$ cat src/rtl/vr_fifo_if.sv
`default_nettype none
// ============================================================================
//  Module      : vr_fifo_if
//  Description : Valid/ready link bundle for vr_fifo. Carries the upstream
//                beat (data_i/valid_i/ready_o), the downstream beat
//                (data_o/valid_o/ready_i) and the occupancy status
//                (count_o/afull_o).
//                  slave  : the FIFO side (drives ready_o, data_o, valid_o,
//                           count_o, afull_o)
//                  master : the environment side (drives data_i, valid_i,
//                           ready_i)
//  Revision    : 1.0  initial release
// ============================================================================
interface vr_fifo_if #(
  parameter int DATA_W = 8,
  parameter int DEPTH  = 4
);
  logic [DATA_W-1:0]      data_i;
  logic                   valid_i;
  logic                   ready_o;
  logic [DATA_W-1:0]      data_o;
  logic                   valid_o;
  logic                   ready_i;
  logic [$clog2(DEPTH):0] count_o;
  logic                   afull_o;

  modport slave (
    input  data_i, valid_i, ready_i,
    output ready_o, data_o, valid_o, count_o, afull_o
  );

  modport master (
    output data_i, valid_i, ready_i,
    input  ready_o, data_o, valid_o, count_o, afull_o
  );
endinterface
`default_nettype wire

$ cat src/rtl/vr_fifo.sv
`default_nettype none
// ============================================================================
//  Module      : vr_fifo
//  Description : Parametrised valid/ready FIFO buffer with occupancy and
//                almost-full reporting. Absorbs up to DEPTH beats of
//                downstream backpressure, strictly in order.
//                Optional macro VR_FIFO_BYPASS_EN enables a zero-latency
//                fall-through path while the buffer is empty.
//  Ports       : clk      - single clock, rising edge
//                rst_n    - synchronous active-low reset
//                bus      - vr_fifo_if.slave: data_i/valid_i/ready_o
//                           upstream, data_o/valid_o/ready_i downstream,
//                           count_o occupancy (0..DEPTH), afull_o
//                           (count_o >= AFULL_TH)
//  Revision    : 1.0  initial release
// ============================================================================
module vr_fifo #(
  parameter int DATA_W   = 8,
  parameter int DEPTH    = 4,
  parameter int AFULL_TH = DEPTH - 1
) (
  input  wire logic   clk,
  input  wire logic   rst_n,
  vr_fifo_if.slave    bus
);

  localparam int c_ptr_w = $clog2(DEPTH);
  localparam int c_cnt_w = c_ptr_w + 1;
  localparam logic [c_cnt_w-1:0] c_full     = c_cnt_w'(DEPTH);
  localparam logic [c_cnt_w-1:0] c_afull_th = c_cnt_w'(AFULL_TH);

  logic [DATA_W-1:0]  r_mem [DEPTH];
  logic [c_ptr_w-1:0] r_wr_ptr;
  logic [c_ptr_w-1:0] r_rd_ptr;
  logic [c_cnt_w-1:0] r_count;

  logic w_empty;
  logic w_full;
  logic w_push;
  logic w_pop;

  assign w_empty = (r_count == '0);
  assign w_full  = (r_count == c_full);

  // Acceptance depends only on stored occupancy, never on ready_i, so no
  // combinational ready path runs through the block.
  assign bus.ready_o = rst_n & ~w_full;

`ifdef VR_FIFO_BYPASS_EN
  // Empty buffer: the upstream beat is presented directly. If the consumer
  // takes it in the same cycle it is never written into storage.
  assign bus.valid_o = rst_n & (~w_empty | bus.valid_i);
  assign bus.data_o  = ~rst_n  ? '0 :
                       w_empty ? bus.data_i : r_mem[r_rd_ptr];
  assign w_push      = bus.valid_i & bus.ready_o & ~(w_empty & bus.ready_i);
`else
  assign bus.valid_o = rst_n & ~w_empty;
  assign bus.data_o  = bus.valid_o ? r_mem[r_rd_ptr] : '0;
  assign w_push      = bus.valid_i & bus.ready_o;
`endif

  // Only stored beats advance the read pointer; a bypassed beat never does.
  assign w_pop = bus.valid_o & bus.ready_i & ~w_empty;

  assign bus.count_o = rst_n ? r_count : '0;
  assign bus.afull_o = rst_n & (r_count >= c_afull_th);

  always_ff @(posedge clk) begin
    if (!rst_n) begin
      r_wr_ptr <= '0;
      r_rd_ptr <= '0;
      r_count  <= '0;
    end else begin
      if (w_push) r_wr_ptr <= r_wr_ptr + c_ptr_w'(1);
      if (w_pop)  r_rd_ptr <= r_rd_ptr + c_ptr_w'(1);
      case ({w_push, w_pop})
        2'b10:   r_count <= r_count + c_cnt_w'(1);
        2'b01:   r_count <= r_count - c_cnt_w'(1);
        default: r_count <= r_count;
      endcase
    end
  end

  // Storage is intentionally not reset; w_push is already gated by rst_n
  // through ready_o.
  always_ff @(posedge clk) begin
    if (w_push) r_mem[r_wr_ptr] <= bus.data_i;
  end

endmodule
`default_nettype wire

$ cat src/flat_wrapper.sv
// flat-port wrapper written by rule: the top's interface ports become plain ports
module vr_fifo_flat 
#(
  parameter int DATA_W   = 8,
  parameter int DEPTH    = 4,
  parameter int AFULL_TH = DEPTH - 1
)
  (clk, rst_n, bus_data_i, bus_valid_i, bus_ready_i, bus_ready_o, bus_data_o, bus_valid_o, bus_count_o, bus_afull_o);
  vr_fifo_if #(.DATA_W(DATA_W), .DEPTH(DEPTH)) bus_i ();
  input  wire logic clk;
  input  wire logic rst_n;
  input wire logic [$bits(bus_i.data_i)-1:0] bus_data_i;
  input wire logic [$bits(bus_i.valid_i)-1:0] bus_valid_i;
  input wire logic [$bits(bus_i.ready_i)-1:0] bus_ready_i;
  output wire logic [$bits(bus_i.ready_o)-1:0] bus_ready_o;
  output wire logic [$bits(bus_i.data_o)-1:0] bus_data_o;
  output wire logic [$bits(bus_i.valid_o)-1:0] bus_valid_o;
  output wire logic [$bits(bus_i.count_o)-1:0] bus_count_o;
  output wire logic [$bits(bus_i.afull_o)-1:0] bus_afull_o;
  assign bus_i.data_i = bus_data_i;
  assign bus_i.valid_i = bus_valid_i;
  assign bus_i.ready_i = bus_ready_i;
  assign bus_ready_o = bus_i.ready_o;
  assign bus_data_o = bus_i.data_o;
  assign bus_valid_o = bus_i.valid_o;
  assign bus_count_o = bus_i.count_o;
  assign bus_afull_o = bus_i.afull_o;
  vr_fifo #(.DATA_W(DATA_W), .DEPTH(DEPTH), .AFULL_TH(AFULL_TH)) u_core (.clk(clk), .rst_n(rst_n), .bus(bus_i));
endmodule
$ cat config.mk
export PLATFORM = sky130hd
export DESIGN_NAME = vr_fifo_flat
export DESIGN_NICKNAME = d
export VERILOG_FILES = /design/src/rtl/vr_fifo_if.sv /design/src/rtl/vr_fifo.sv /design/src/flat_wrapper.sv
export SDC_FILE = /design/constraint.sdc
export NUM_CORES = 1
export LEC_CHECK = 0
export CAP_MARGIN = 20
export CORE_MARGIN = 4
export CORE_UTILIZATION = 52
export DETAILED_ROUTE_END_ITERATION = 16
export PLACE_DENSITY_LB_ADDON = 0.1
export SLEW_MARGIN = 20
export SYNTH_ARGS = -nofsm -noshare
export SYNTH_HDL_FRONTEND = slang
export SYNTH_SLANG_ARGS = --single-unit
$ cat constraint.sdc
create_clock -name clk -period 2.55 [get_ports clk]
set_input_delay 0.3825 -clock clk [delete_from_list [all_inputs] [get_ports clk]]
set_output_delay 0.3825 -clock clk [all_outputs]
set_load 0.005 [all_outputs]
After elaboration in Yosys (flattened, before gate mapping)
Memory sizes are Yosys's and may differ from the RTL's. A register that Yosys moved wholly into a read port is not among the register bits.
Index checks and enable logic that the tools add are counted.
{"block": "word_totals", "out_inout_bits": 14, "ff_bits": 7, "romBits": 0, "in_bits": 12, "mem_bits_rw": 32, "wordCells": 29, "latchBits": 0, "mem_count": 1}
{"block": "classes", "mul": 0, "shift": 0, "n_div": 0, "n_mux": 7, "reduce_logical": 2, "addsub": 4, "n_bitwise": 8, "n_eq_ne": 3, "n_lt_le_gt_ge": 1}
{"name": "u_core.r_mem", "depth": 4, "word_bits": 8, "rd": 1, "rd_ports_with_merged_regs": 1, "wr": 1, "line_no": "vr_fifo.sv:32", "text": "logic [DATA_W-1:0] r_mem [DEPTH];"}
{"op": "$mux W8", "count": 1}
{"op": "$and A1 B1 Y1", "count": 6}
{"op": "$pmux W3 S2", "count": 1}
{"op": "$add A2 B1 Y2 const B", "count": 2}
{"op": "$mux W2", "count": 2}
{"op": "$add A3 B1 Y3 const B", "count": 1}
{"op": "$eq A3 B3 Y1 const B", "count": 1}
{"op": "$ge A3 B2 Y1 const B", "count": 1}
{"op": "$logic_not A3 Y1", "count": 1}
{"op": "$mux W3", "count": 1}
{"op": "$sub A3 B1 Y3 const B", "count": 1}
{"op": "$eq A2 B1 Y1 const B", "count": 1}
{"op": "$eq A2 B2 Y1 const B", "count": 1}
{"op": "$mux W1", "count": 2}
{"op": "$not A1 Y1", "count": 2}
{"op": "$reduce_bool A2 Y1", "count": 1}

Logic depth before layout (Yosys ltp)
Gate-level depths: netlist (run 1).
{"block": "depth", "ltp_word": 7, "ltp_mapped": 9, "depth_no_buf": 9}

Least setup slack after synthesis (run 1)
No wires, ideal clock.
{"block": "synth_timing", "path_type": "reg-to-reg", "start": "register u_core.r_count[0]", "end": "register u_core.r_count[2]", "path_stages_with_launch": 10, "t_required_ns": 2.481, "period_less_slack_ns": 2.128, "slack_ns": 0.422, "setup_ns": 0.069, "arrival_time_ns": 2.059, "path_buffers": 1, "cell_sequence": "dfxtp_1 o31a_1 and2_1 buf_6 ha_1 inv_1 fa_1 xor2_1 or4b_1 o21ai_1"}
{"block": "synth_between", "elab_chain_cells": 7, "elab_cells_between_ends": 15, "classes_between": "add/sub (2); eq/ne (3); mux (1); bitwise (7); reduce/logical (2)"}
{"element": "from (decl)", "line_no": "vr_fifo.sv:35", "text": "logic [c_cnt_w-1:0] r_count;"}
{"element": "from (signal assigned)", "line_no": "vr_fifo.sv:77", "text": "2'b10: r_count <= r_count + c_cnt_w'(1);"}
{"element": "from (signal assigned)", "line_no": "vr_fifo.sv:78", "text": "2'b01: r_count <= r_count - c_cnt_w'(1);"}
{"element": "from (signal assigned)", "line_no": "vr_fifo.sv:79", "text": "default: r_count <= r_count;"}
{"element": "$logic_not A3 Y1 *", "line_no": "vr_fifo.sv:42", "text": "assign w_empty = (r_count == '0);"}
{"element": "$not A1 Y1 *", "line_no": "vr_fifo.sv:57, vr_fifo.sv:63"}
{"element": "$and A1 B1 Y1", "line_no": "vr_fifo.sv:57", "text": "assign bus.valid_o = rst_n & ~w_empty;"}
{"element": "$and A1 B1 Y1", "line_no": "vr_fifo.sv:63", "text": "assign w_pop = bus.valid_o & bus.ready_i & ~w_empty;"}
{"element": "$and A1 B1 Y1 *", "line_no": "vr_fifo.sv:63"}
{"element": "via u_core.w_pop", "line_no": "vr_fifo.sv:40", "text": "logic w_pop;"}
{"element": "$eq A2 B1 Y1 / $eq A2 B2 Y1 (equally long branches)", "line_no": "vr_fifo.sv:76", "text": "case ({w_push, w_pop})"}
{"element": "$pmux W3 S2 / $reduce_bool A2 Y1 (equally long branches)"}
Mark *: on every way through the listed nets, which the timed path passes. The rest lies on a longest branch.
A chain may end at the register's enable or synchronous reset.

==> results of run 1 <==
-- cells by family after synthesis --
kind of cell,after synthesis
flops,41
compound gates,6
mux,13
xor+xnor,2
fa+ha+maj,6
buf+inv,13
simple gates,28
-- where the power goes --
part / leakage [nW] / switching, mW / total, mW / internal (mW)
logic: 0.344 / 0.0852 / 0.202 / 0.117
registers: 0.364 / 0.0204 / 0.774 / 0.754
clock network: 0.0382 / 0.205 / 0.339 / 0.135
total: 0.747 / 0.310 / 1.32 / 1.00
-- Yosys cell counts, drive strengths merged --
| library cell | count |
|---|---|
| a21boi | 1 |
| a21o | 1 |
| a21oi | 1 |
| and2 | 17 |
| buf | 3 |
| clkbuf | 2 |
| dfxtp | 9 |
| edfxtp | 32 |
| fa | 1 |
| ha | 5 |
| inv | 8 |
| mux2i | 5 |
| mux4 | 8 |
| nand2 | 7 |
| nand3 | 1 |
| nor2 | 2 |
| o21ai | 2 |
| o31a | 1 |
| or4b | 1 |
| xnor2 | 1 |
| xor2 | 1 |
-- how the worst max path moves through the flow --
stage	to	slack (ns)	depth (start not counted)
global route	bus_data_o[7]	0.05	4
detailed placement	u_core.r_count[2]$_SDFFE_PN0P_	-0.08	9
global placement	u_core.r_count[2]$_SDFFE_PN0P_	0.02	9
CTS	bus_data_o[7]	0.12	4
floorplan	u_core.r_count[2]$_SDFFE_PN0P_	0.42	9
finish	bus_data_o[0]	0.18	4
-- final cells by class --
cell class,instances,area [µm²]
multi-input combinational,55,528
timing repair buffer,31,295
inverter,8,30.0
tap,44,55.1
clock buffer,6,51.3
clock inverter,2,13.8
fill,254,1010
sequential,41,1140
-- metrics by stage --
step | util | power (mW) | cells
after global placement | 0.655 | 0.986 | 179
after global routing | 0.676 | 1.40 | 187
after detailed placement | 0.655 | 0.996 | 179
final | 0.676 | 1.32 | 187
after CTS | 0.676 | 1.33 | 187
after floorplan | - | 0.904 | 109
-- state kept, by name, summed over array words and instances (netlist names), named ones only --
signal and flops:
u_core.r_count 3, u_core.r_mem 32, u_core.r_wr_ptr 2, u_core.r_rd_ptr 2
-- layer usage --
metal,part of all wire,vias to the layer above,track usage
met5,0,-,0
met2,0.51,17,0.248
met1,0.45,470,0.197
met3,0.039,0,0.0462
met4,0,0,0.0389
li1,-,460,-
-- cells in the final DEF, fill, tap and decap left out, drive strengths merged, types with 2 or more instances in the layout --
cell           Yosys  layout
clkbuf             2       6
clkdlybuf4s50      0      25
nor2               2       2
and2              17      17
mux2i              5       5
dfxtp              9       9
mux4               8       8
buf                3       6
inv                8       8
clkinv             0       2
nand2              7       7
o21ai              2       2
ha                 5       5
edfxtp            32      32
==> impl_metrics.env, run 1 <==
export IMPL_required_ns=2.17
export IMPL_synth_seq_cells=41
export IMPL_dp_worst_setup_slack_ns=-0.0850
export IMPL_status="finished, final reports clean"
export IMPL_rsz0062_at_grt="false"
export IMPL_synth_area_per_cell_um2=15.9
export IMPL_fmax_mhz=421
export IMPL_syn_nets=127
export IMPL_cts_tree="yes"
export IMPL_hold_depth=1
export IMPL_clock_path_buffers=2
export IMPL_path_cells="buf_4 > mux4_2 > and2_1 > clkdlybuf4s50_1"
export IMPL_start_util=0.554
export IMPL_root_buffer="clkbuf_4"
export IMPL_synthSimpleGateAreaFrac=0.0895
export IMPL_fin_hold_ws_ns=0.470
export IMPL_grt_total_usage=0.152
export IMPL_fp_dieW_um=65.8
export IMPL_first_global_vias=930
export IMPL_firstDrtPassIters=4
export IMPL_reg2reg_depth=8
export IMPL_reg2reg_from="u_core.r_count[1]$_SDFFE_PN0P_"
export IMPL_synth_adder_area_share=0.0476
export IMPL_grt_pass1_wl_mm=4.71
export IMPL_setup_ws_ns=0.177
export IMPL_synth_xor_area_frac=0.0101
export IMPL_synth_top_family_by_area="multiplexers"
export IMPL_maxSlewHeadroom=0.693
export IMPL_drv_cap=0
export IMPL_tightest_slew_ns=0.460
export IMPL_fin_nets=160
export IMPL_routedWlPerCell_um=15.7
export IMPL_r2r_end="u_core.r_count[2]$_SDFFE_PN0P_"
export IMPL_hold_buffers=0
export IMPL_synth_largest_area_cell="edfxtp_1"
export IMPL_syn_inst=109
export IMPL_peakVddDrop_mv=0.435
export IMPL_via_count=947
export IMPL_fin_crit_ns=2.37
export IMPL_post_cts_resized=0
export IMPL_finalWeightedCongestion=0.729
export IMPL_synth_top_area_frac=0.554
export IMPL_synth_distinct_cells=23
export IMPL_antenna_found_initial=0
export IMPL_finalSetupViolations=0
export IMPL_cts_setup_buffers=0
export IMPL_fin_crit_sh=0.931
export IMPL_crit_fanout=8
export IMPL_ys_top_cells_by_area="edfxtp_1 55%, dfxtp_1 10%, mux4_2 10%, and2_1 6.1%, ha_1 3.6%"
export IMPL_wl_mm=2.94
export IMPL_cts_htree_levels=2
export IMPL_synth_seq_area_share=0.658
export IMPL_cellLeakagePower_nw=0.747
export IMPL_cp_data_arrival_time_ns=1.99
export IMPL_cp_slowest_stage_delay_ns=0.51
export IMPL_drv_slew=0
export IMPL_cp_end_kind="output port"
export IMPL_std_cell_rows=20
export IMPL_via_per_inst=5.06
export IMPL_area_delta_synth_final_pct=21.9
export IMPL_critPathSlowestCell="mux4_2"
export IMPL_critical_path_class="register to output port"
export IMPL_synth_compound_area_frac=0.0245
export IMPL_clk_latency_ns=0.34
export IMPL_worstHoldStart="u_core.r_rd_ptr[1]$_SDFFE_PN0P_"
export IMPL_numCtsBuffers=5
export IMPL_yosys_warnings=0
export IMPL_layout_drive_gt1_share=0.161
export IMPL_grt_overflow=0
export IMPL_cp_start_kind="register"
export IMPL_grt_max_degree=14
export IMPL_ant_nets=0
export IMPL_die_h_um=65.8
export IMPL_p_per_area_mw_per_mm2=622
export IMPL_min_delay_path_class="register to register"
export IMPL_cts_sinks=41
export IMPL_ff2ff_setup_slack_ns=0.31
export IMPL_antenna_cells=0
export IMPL_synth_mux_area_frac=0.133
export IMPL_numPortBuffers=25
export IMPL_path_clk_slew_ns=0.12
export IMPL_die_area_mm2=0.00432
export IMPL_core_area_mm2=0.00313
export IMPL_cp_top_family="buffers and inverters"
export IMPL_hpwlAfterDp_mm=2.11
export IMPL_route_detailed_drc=0
export IMPL_setup_tns_ns=0
export IMPL_dr_first_iter_drc_count=49
export IMPL_path_buf_inv=2
export IMPL_placed_cell_area_mm2=0.00205
export IMPL_io_pins=26
export IMPL_skew_ns=0.0113
export IMPL_syn_area_mm2=0.00173
export IMPL_finalHoldViolCount=0
export IMPL_fin_area_mm2=0.00211
No activity file was read; power rests on OpenSTA's default activity.
==> run 2, diff against run 1 <==
Settings changed: CELL_PAD_IN_SITES_DETAIL_PLACEMENT from default to 1, CELL_PAD_IN_SITES_GLOBAL_PLACEMENT from default to 2, CORE_UTILIZATION 52 to 38.
==> impl_metrics.env, run 2 (same netlist as run 1, synthesis figures left out) <==
export IMPL_status="finished, final reports clean"
export IMPL_setup_tns_ns=0
export IMPL_routedWlPerCell_um=15.8
export IMPL_post_cts_resized=0
export IMPL_root_buffer="clkbuf_8"
export IMPL_fin_nets=160
export IMPL_die_h_um=75.6
export IMPL_met2WireLength_mm=1.55
export IMPL_antenna_cells=0
export IMPL_cts_htree_levels=2
export IMPL_p_seq_frac=0.568
export IMPL_grt_pass1_wl_mm=5.15
export IMPL_final_cells=195
export IMPL_wl_met3_um=156
export IMPL_fmax_mhz=427
export IMPL_p_comb_frac=0.147
export IMPL_p_sw_mw=0.311
export IMPL_drv_slew=0
export IMPL_crit_fanout=8
export IMPL_p_per_area_mw_per_mm2=638
export IMPL_clkPwrFrac=0.285
export IMPL_peakVddDrop_mv=0.311
export IMPL_cp_start_kind="register"
export IMPL_top_layer_used="met4"
export IMPL_hpwlAfterDp_mm=2.21
export IMPL_grt_overflow=0
export IMPL_fin_area_mm2=0.00214
export IMPL_cts_sinks=41
export IMPL_rsz0062_at_grt="false"
export IMPL_top_register="u_core.r_mem"
export IMPL_cts_tree="yes"
export IMPL_fillers=430
export IMPL_critical_path_class="register to output port"
export IMPL_hold_buffers=0
export IMPL_largest_reg_flops=32
export IMPL_die_area_mm2=0.00571
export IMPL_critPathSlowestCell="mux4_2"
export IMPL_p_sw_frac=0.228
export IMPL_fin_crit_ns=2.34
export IMPL_finalWeightedCongestion=0.758
export IMPL_fin_crit_sh=0.917
export IMPL_layout_drive_gt1_share=0.147
export IMPL_via_per_inst=4.88
export IMPL_std_cell_rows=24
export IMPL_cp_end_kind="output port"
export IMPL_final_common_cell="edfxtp_1"
export IMPL_finalHoldViolCount=0
export IMPL_placed_cell_area_mm2=0.00206
export IMPL_path_buf_inv=2
export IMPL_ant_nets=0
export IMPL_area_delta_synth_final_pct=23.4
export IMPL_p_total_mw=1.37
export IMPL_finalSetupViolations=0
export IMPL_skew_ns=0.00564
export IMPL_route_detailed_drc=0
export IMPL_cp_data_arrival_time_ns=1.96
export IMPL_layout_common_cells="32 x edfxtp_1, 25 x clkdlybuf4s50_1, 17 x and2_1, 9 x dfxtp_1"
export IMPL_reg_top3="u_core.r_mem (32), u_core.r_count (3)"
export IMPL_first_global_vias=1041
export IMPL_via_count=951
export IMPL_dr_first_iter_drc_count=46
export IMPL_wl_mm=3.09
export IMPL_internal_power_mw=1.05
export IMPL_cellLeakagePower_nw=0.751
export IMPL_antenna_found_initial=0
export IMPL_core_area_mm2=0.00438
export IMPL_cts_setup_buffers=0
export IMPL_drv_cap=0
export IMPL_path_clk_slew_ns=0.07
export IMPL_required_ns=2.17
export IMPL_maxSlewHeadroom=0.704
export IMPL_clk_latency_ns=0.29
export IMPL_fp_dieW_um=75.6
export IMPL_min_delay_path_class="register to register"
export IMPL_cp_slowest_stage_delay_ns=0.53
export IMPL_drt_met1_wl_mm=1.32
export IMPL_io_pins=26
export IMPL_dp_cells=187
export IMPL_start_util=0.396
export IMPL_grt_max_degree=13
export IMPL_numCtsBuffers=5
export IMPL_cp_top_family="buffers and inverters"
export IMPL_numPortBuffers=25
export IMPL_firstDrtPassIters=4
export IMPL_tightest_slew_ns=0.444
export IMPL_path_cells="buf_4 > mux4_2 > and2_1 > clkdlybuf4s50_1"
export IMPL_grt_total_usage=0.129
export IMPL_clock_path_buffers=2
run 2: cell types whose count changed in the layout (fill, tap and decap cells not counted):
cell / previous run / this run
clkbuf_4: 5 / 0
clkinv_4: 1 / 0
clkinv_1: 0 / 2
clkbuf_8: 1 / 5
run 2: routing by layer:
layer,vias to the layer above,GRT usage
met5,-,0
met3,5,0.0356
li1,459,-
met4,0,0.0718
met2,17,0.206
met1,470,0.158
run 2: final timing paths:
kind | from | slack (ns) | end | cells after the start
worst max-delay path | register | 0.21 | bus_data_o[1] | 4
worst min-delay path | u_core.r_rd_ptr[1]$_SDFFE_PN0P_ | 0.47 | u_core.r_rd_ptr[1]$_SDFFE_PN0P_ | 1
worst max register to register | u_core.r_count[1]$_SDFFE_PN0P_ | 0.33 | u_core.r_count[2]$_SDFFE_PN0P_ | 8
worst min register to register | u_core.r_rd_ptr[1]$_SDFFE_PN0P_ | 0.47 | u_core.r_rd_ptr[1]$_SDFFE_PN0P_ | 1
run 2: layout make-up:
type,count,area (µm²),share of cell area
tap,52,65.1,0.0304
inverter,8,30.0,0.0140
sequential,41,1140,0.533
timing repair buffer,31,295,0.138
clock buffer,5,68.8,0.0321
multi-input combinational,55,528,0.247
clock inverter,3,12.5,0.00584
run 2: power by group through the flow:
stage          clock [mW]  combinational (mW)  sequential, mW
6_report            0.389               0.201           0.776
5_1_grt             0.439               0.229           0.780
4_1_cts             0.408               0.208           0.776
3_5_place_dp            0               0.208           0.791
3_3_place_gp            0               0.202           0.789
2_1_floorplan           0               0.121           0.783
run 2: per-stage QoR:
stage / setup WS, ns / hold slack (ns) / utilization
after global placement: 0.0158 / 0.451 / 0.470
final: 0.211 / 0.470 / 0.488
after global routing: 0.115 / 0.516 / 0.488
after detailed placement: -0.0623 / 0.466 / 0.470
after CTS: 0.166 / 0.476 / 0.488
after floorplan: 0.422 / 0.427 / -
